### src/rtl/multicycle_control.sv
// +--------------------------------------------------------------------------+
// | Module  : multicycle_control                                             |
// | Brief   : Moore control FSM for a multicycle MIPS datapath sharing one   |
// |           ALU and one unified instruction/data memory. Memory states     |
// |           stretch on mem_ready and time out into a sticky error.         |
// | Option  : define MC_PERF_COUNT_EN to add cycle_count / instr_count.      |
// | Revision: 1.0 - initial release                                          |
// +--------------------------------------------------------------------------+
`default_nettype none

module multicycle_control #(
  parameter int MEM_TIMEOUT = 15,
  parameter int STATE_W     = 4
) (
  input  logic               clk,
  input  logic               rst_n,
  input  logic               run,
  input  logic [5:0]         opcode,
  input  logic               zero,
  input  logic               mem_ready,
  output logic               PCWrite,
  output logic               PCWriteCond,
  output logic               IorD,
  output logic               MemRead,
  output logic               MemWrite,
  output logic               IRWrite,
  output logic               MemToReg,
  output logic               RegDest,
  output logic               RegWrite,
  output logic               ALUSrcA,
  output logic [1:0]         ALUSrcB,
  output logic               ALUOp1,
  output logic               ALUOp2,
  output logic [1:0]         PCSource,
  output logic               illegal_op,
  output logic               mem_error,
  output logic [STATE_W-1:0] state_dbg
`ifdef MC_PERF_COUNT_EN
  ,
  output logic [31:0]        cycle_count,
  output logic [31:0]        instr_count
`endif
);

  localparam int CNT_W = (MEM_TIMEOUT < 2) ? 1 : $clog2(MEM_TIMEOUT + 1);

  localparam logic [5:0] OP_LW   = 6'b100011;
  localparam logic [5:0] OP_SW   = 6'b101011;
  localparam logic [5:0] OP_RTYP = 6'b000000;
  localparam logic [5:0] OP_BEQ  = 6'b000100;
  localparam logic [5:0] OP_J    = 6'b000010;

  typedef enum logic [STATE_W-1:0] {
    IDLE      = STATE_W'(0),
    FETCH     = STATE_W'(1),
    DECODE    = STATE_W'(2),
    MEM_ADDR  = STATE_W'(3),
    MEM_READ  = STATE_W'(4),
    MEM_WB    = STATE_W'(5),
    MEM_WRITE = STATE_W'(6),
    EXECUTE   = STATE_W'(7),
    R_WB      = STATE_W'(8),
    BRANCH    = STATE_W'(9),
    JUMP      = STATE_W'(10),
    HALT      = STATE_W'(11)
  } state_t;

  state_t           state;
  state_t           state_next;
  logic [CNT_W-1:0] wait_cnt;
  logic             is_mem;
  logic             timeout;
  logic             set_illegal;
  logic             set_timeout;

  // The zero flag acts in the datapath through PCWriteCond, never in the FSM.
  logic unused_zero;
  assign unused_zero = zero;

  assign state_dbg = state;

  // State register, memory wait counter and sticky error flags.
  always_ff @(posedge clk or negedge rst_n) begin
    if (!rst_n) begin
      state      <= IDLE;
      wait_cnt   <= '0;
      illegal_op <= 1'b0;
      mem_error  <= 1'b0;
    end else begin
      state <= state_next;
      // Any state change starts a fresh wait window for the next memory state.
      if (state_next != state)
        wait_cnt <= '0;
      else if (is_mem && !mem_ready && (wait_cnt != '1))
        wait_cnt <= wait_cnt + 1'b1;
      if (set_illegal)
        illegal_op <= 1'b1;
      if (set_timeout)
        mem_error <= 1'b1;
    end
  end

  // Next-state and Moore control decode; FETCH write strobes are qualified by mem_ready.
  always_comb begin
    state_next  = state;
    set_illegal = 1'b0;
    set_timeout = 1'b0;
    PCWrite     = 1'b0;
    PCWriteCond = 1'b0;
    IorD        = 1'b0;
    MemRead     = 1'b0;
    MemWrite    = 1'b0;
    IRWrite     = 1'b0;
    MemToReg    = 1'b0;
    RegDest     = 1'b0;
    RegWrite    = 1'b0;
    ALUSrcA     = 1'b0;
    ALUSrcB     = 2'b00;
    ALUOp1      = 1'b0;
    ALUOp2      = 1'b0;
    PCSource    = 2'b00;
    is_mem      = (state == FETCH) || (state == MEM_READ) || (state == MEM_WRITE);
    // The last permitted wait cycle: counter will hit MEM_TIMEOUT on this edge.
    timeout     = is_mem && !mem_ready && (wait_cnt >= CNT_W'(MEM_TIMEOUT - 1));

    case (state)
      IDLE: begin
        if (run)
          state_next = FETCH;
      end
      FETCH: begin
        MemRead = 1'b1;
        ALUSrcB = 2'b01;
        if (mem_ready) begin
          IRWrite    = 1'b1;
          PCWrite    = 1'b1;
          state_next = DECODE;
        end else if (timeout) begin
          set_timeout = 1'b1;
          state_next  = HALT;
        end
      end
      DECODE: begin
        ALUSrcB = 2'b11;
        case (opcode)
          OP_LW, OP_SW: state_next = MEM_ADDR;
          OP_RTYP:      state_next = EXECUTE;
          OP_BEQ:       state_next = BRANCH;
          OP_J:         state_next = JUMP;
          default: begin
            set_illegal = 1'b1;
            state_next  = HALT;
          end
        endcase
      end
      MEM_ADDR: begin
        ALUSrcA    = 1'b1;
        ALUSrcB    = 2'b10;
        state_next = (opcode == OP_SW) ? MEM_WRITE : MEM_READ;
      end
      MEM_READ: begin
        MemRead = 1'b1;
        IorD    = 1'b1;
        if (mem_ready)
          state_next = MEM_WB;
        else if (timeout) begin
          set_timeout = 1'b1;
          state_next  = HALT;
        end
      end
      MEM_WB: begin
        RegWrite   = 1'b1;
        MemToReg   = 1'b1;
        state_next = FETCH;
      end
      MEM_WRITE: begin
        MemWrite = 1'b1;
        IorD     = 1'b1;
        if (mem_ready)
          state_next = FETCH;
        else if (timeout) begin
          set_timeout = 1'b1;
          state_next  = HALT;
        end
      end
      EXECUTE: begin
        ALUSrcA    = 1'b1;
        ALUOp1     = 1'b1;
        state_next = R_WB;
      end
      R_WB: begin
        RegWrite   = 1'b1;
        RegDest    = 1'b1;
        state_next = FETCH;
      end
      BRANCH: begin
        ALUSrcA     = 1'b1;
        ALUOp2      = 1'b1;
        PCWriteCond = 1'b1;
        PCSource    = 2'b01;
        state_next  = FETCH;
      end
      JUMP: begin
        PCWrite    = 1'b1;
        PCSource   = 2'b10;
        state_next = FETCH;
      end
      HALT: begin
        state_next = HALT;
      end
      default: begin
        state_next = IDLE;
      end
    endcase
  end

`ifdef MC_PERF_COUNT_EN
  // Active-cycle and retired-instruction counters, free-running with wrap.
  always_ff @(posedge clk or negedge rst_n) begin
    if (!rst_n) begin
      cycle_count <= '0;
      instr_count <= '0;
    end else begin
      if ((state != IDLE) && (state != HALT))
        cycle_count <= cycle_count + 32'd1;
      if ((state_next == FETCH) &&
          ((state == MEM_WB) || (state == MEM_WRITE) || (state == R_WB) ||
           (state == BRANCH) || (state == JUMP)))
        instr_count <= instr_count + 32'd1;
    end
  end
`endif

endmodule

`default_nettype wire

### config.mk
export PLATFORM = sky130hd
export DESIGN_NAME = multicycle_control
export DESIGN_NICKNAME = d
export VERILOG_FILES = /design/src/rtl/multicycle_control.sv
export SDC_FILE = /design/constraint.sdc
export NUM_CORES = 1
export LEC_CHECK = 0
export ABC_CLOCK_PERIOD_IN_PS = 2800
export CAP_MARGIN = 25
export CORE_MARGIN = 2
export CORE_UTILIZATION = 45
export DETAILED_ROUTE_END_ITERATION = 7
export PLACE_DENSITY = 0.81
export SLEW_MARGIN = 20
export SYNTH_ARGS = -nofsm -noshare
export SYNTH_HDL_FRONTEND = slang
export SYNTH_SLANG_ARGS = --single-unit
### constraint.sdc
create_clock -name clk -period 2.8 [get_ports clk]
set_clock_uncertainty 0.05 [all_clocks]
set_input_delay 0.7 -clock clk [delete_from_list [all_inputs] [get_ports clk]]
set_output_delay 0.7 -clock clk [all_outputs]
set_load 0.1 [all_outputs]
==> results of run 1 <==
## state kept, by name, summed over array words and instances, names as in the netlist
| name | flops |
|---|---|
| mem_error | 1 |
| state_dbg | 4 |
| wait_cnt | 4 |
| illegal_op | 1 |
## worst min-delay path by stage
stage / startpoint / depth (start not counted) / end
after floorplan: rst_n / 0 / illegal_op
after global placement: mem_error / 1 / mem_error
after detailed placement: illegal_op / 2 / illegal_op
after CTS: mem_error / 1 / mem_error
after global routing: illegal_op / 2 / illegal_op
final: mem_error / 1 / mem_error
## stage by stage
stage                     worst slack, ps  area, um^2  hold WS, ps
after detailed placement           -91.29        1525        414.7
after CTS                           189.0        1562        440.0
after floorplan                    -189.0        1110        354.4
after global placement             -43.51        1525        401.5
final                               174.2        1562        437.5
after global routing                103.5        1562        475.3
## logic make-up after synthesis
group / synth area share (%)
AO/OA/AOI/OAI: 25.13
adder cells (fa/ha/maj): 2.512
XOR/XNOR: 4.398
multiplexers: 3.266
buffers and inverters: 10.68
AND/OR/NAND/NOR: 28.89
flip-flops: 25.13
## layer usage
layer	share of wire, %	GRT usage (%)	vias to the layer above
met4	0.96	9.910	0
met1	43	24.54	443
met2	53	35.50	23
met3	3.4	2.924	4
met5	0	0	-
li1	-	-	470
## power breakdown
part / total [mW] / internal [mW] / switching [mW]
registers: 0.144 / 0.144 / 0
logic: 0.0329 / 0.0187 / 0.0142
clock network: 0.125 / 0.0788 / 0.0464
## cell type report
cell class              instances  area [um^2]  area share [%]
well taps                      28        35.03           2.244
multi-input cells              87        728.2           46.63
inverters                       7        26.28           1.683
clock buffers                   4        36.28           2.324
repair buffers                 35        473.0           30.29
flip-flops and latches         10        262.8           16.83
## placed cells by master (no fill, tap or decap), drive strengths merged, types with 2 or more instances in the layout
master	synthesis	routed
xnor2	3	3
clkdlybuf4s50	0	9
nor2	11	11
mux2	2	2
and2	5	5
buf	4	26
o31ai	2	2
nand2b	3	3
a21o	2	2
dfrtp	10	10
nand2	5	5
clkbuf	4	4
ha	2	2
or2	3	3
nor3	10	10
a21oi	6	6
nor2b	2	2
o21ai	4	4
xor2	2	2
o22ai	2	2
inv	7	7
nor4b	2	2
o211ai	4	4
==> impl_metrics.json, run 1 <==
{
  "critPathLaunchType": "input port",
  "coreArea_mm2": 0.002148,
  "cp_top_family": "simple AND/OR/NAND/NOR gates",
  "crit_start": "opcode[3]",
  "worstSetupPathType": "input port to flop",
  "crit_buf_inv": 1,
  "crit_path_max_fanout": 4,
  "synthFlopType": "dfrtp_1",
  "relSlewSlack_pct": 68.18,
  "place_hpwl_um": 2033,
  "cts.sinks": 10,
  "worstSetupEndpoint": "wait_cnt[1]",
  "place.gp.congestion": 0.8133,
  "utilization_pct": 72.68,
  "drv_cap": 0,
  "first_iter_violations": 5,
  "num_vias": 940,
  "worstRegToRegCells": 8,
  "postCtsSetupBuffers": 0,
  "timing.rr.start": "wait_cnt[0]",
  "routed_wl_um": 2400,
  "hold_class": "flop to flop",
  "setup_viol": 0,
  "period_share_pct": 93.78,
  "placedCellCount": 167,
  "grt_antenna_before_repair": 0,
  "clockBufferDepth": 2,
  "rrSetupSlack_ps": 530,
  "fillCellCount": 147,
  "clk-insertion-delay-late_ps": 260,
  "synth_edf_count": 0,
  "tightest_slew_ps": 475.2,
  "netlist_top_cells_count": "nor2_1, dfrtp_1, nor3_1",
  "area_growth_pct": 56.78,
  "wire_per_inst_um": 14.04,
  "start_util_pct": 46.36,
  "final_max_slew_viol_count": 0,
  "fp.dieH_um": 51.05,
  "numCtsBuffers": 3,
  "yosysWarnings": 0,
  "vdd_drop_max_uv": 281.8,
  "end_kind": "flop",
  "drive_above_1_share_pct": 44.76,
  "synth_cell_types": 47,
  "period_needed_ps": 2626,
  "dr.pass1.iters": 4,
  "nets": 157,
  "holdBufCountCts": 0,
  "syn_avg_cell_area_um2": 8.892,
  "fmax_mhz": 380.8,
  "synthCells": 112,
  "power_density_mw_per_mm2": 193.7,
  "num_rows": 17,
  "die_w_um": 51.05,
  "antenna_left": 0,
  "grt_pass1_vias": 885,
  "gr-usage-all-layers_pct": 20.43,
  "arrival_ps": 2720,
  "cp_num_cells": 7,
  "syn_nets": 125,
  "drc": 0,
  "status": "complete, no violations",
  "vias_per_cell": 5.497,
  "overflow": 0,
  "slowest_delay_ps": 580,
  "crit_path_top_delay_cell": "or4_4",
  "required_ps": 2890,
  "clk_pin_slew_ps": 70,
  "io_pins": 33,
  "antenna_cells": 0,
  "cp_cell_sequence": "clkdlybuf4s50_1 -> or4_4 -> nor3_1 -> o311a_1 -> mux2_2 -> nand3b_1 -> nor3_1",
  "p_leak_nw": 0.6378,
  "clock-root-buffer": "clkbuf_4",
  "hold_violations": 0,
  "grt_pass1_wl_um": 3933,
  "setup_tns_ps": 0,
  "crit_top_cell": "nor3_1",
  "fin_cells": 171,
  "async_reset_ff_share_pct": 100.0,
  "rsz0062_at_grt": "no",
  "grt_start_max_net_pins": 17,
  "yosysMostFrequentCell": "nor2_1",
  "ys_ff_latch": 10,
  "synthTopCellsByArea": "dfrtp_1, nor3_1, clkbuf_8",
  "reg2reg_to": "wait_cnt[1]",
  "cts_resized": 0,
  "htreeDepth": 1,
  "dieArea_mm2": 0.002606,
  "synth.cell_area_um2": 996.0,
  "synth_top_area_share_pct": 25.13,
  "total_power_uw": 302.5,
  "synth_largest_area_cell": "dfrtp_1",
  "io_buffers": 31,
  "cts_tree": "done",
  "seq_area_frac_synth_pct": 25.13
}
Note: power is estimated with default switching activity, not from simulation.
==> run 2: changes to the inputs <==
- CTS_CLUSTER_DIAMETER: default -> 40
==> results of run 2 <==
No change in the layout: final DEF, timing and power equal those of run 1.
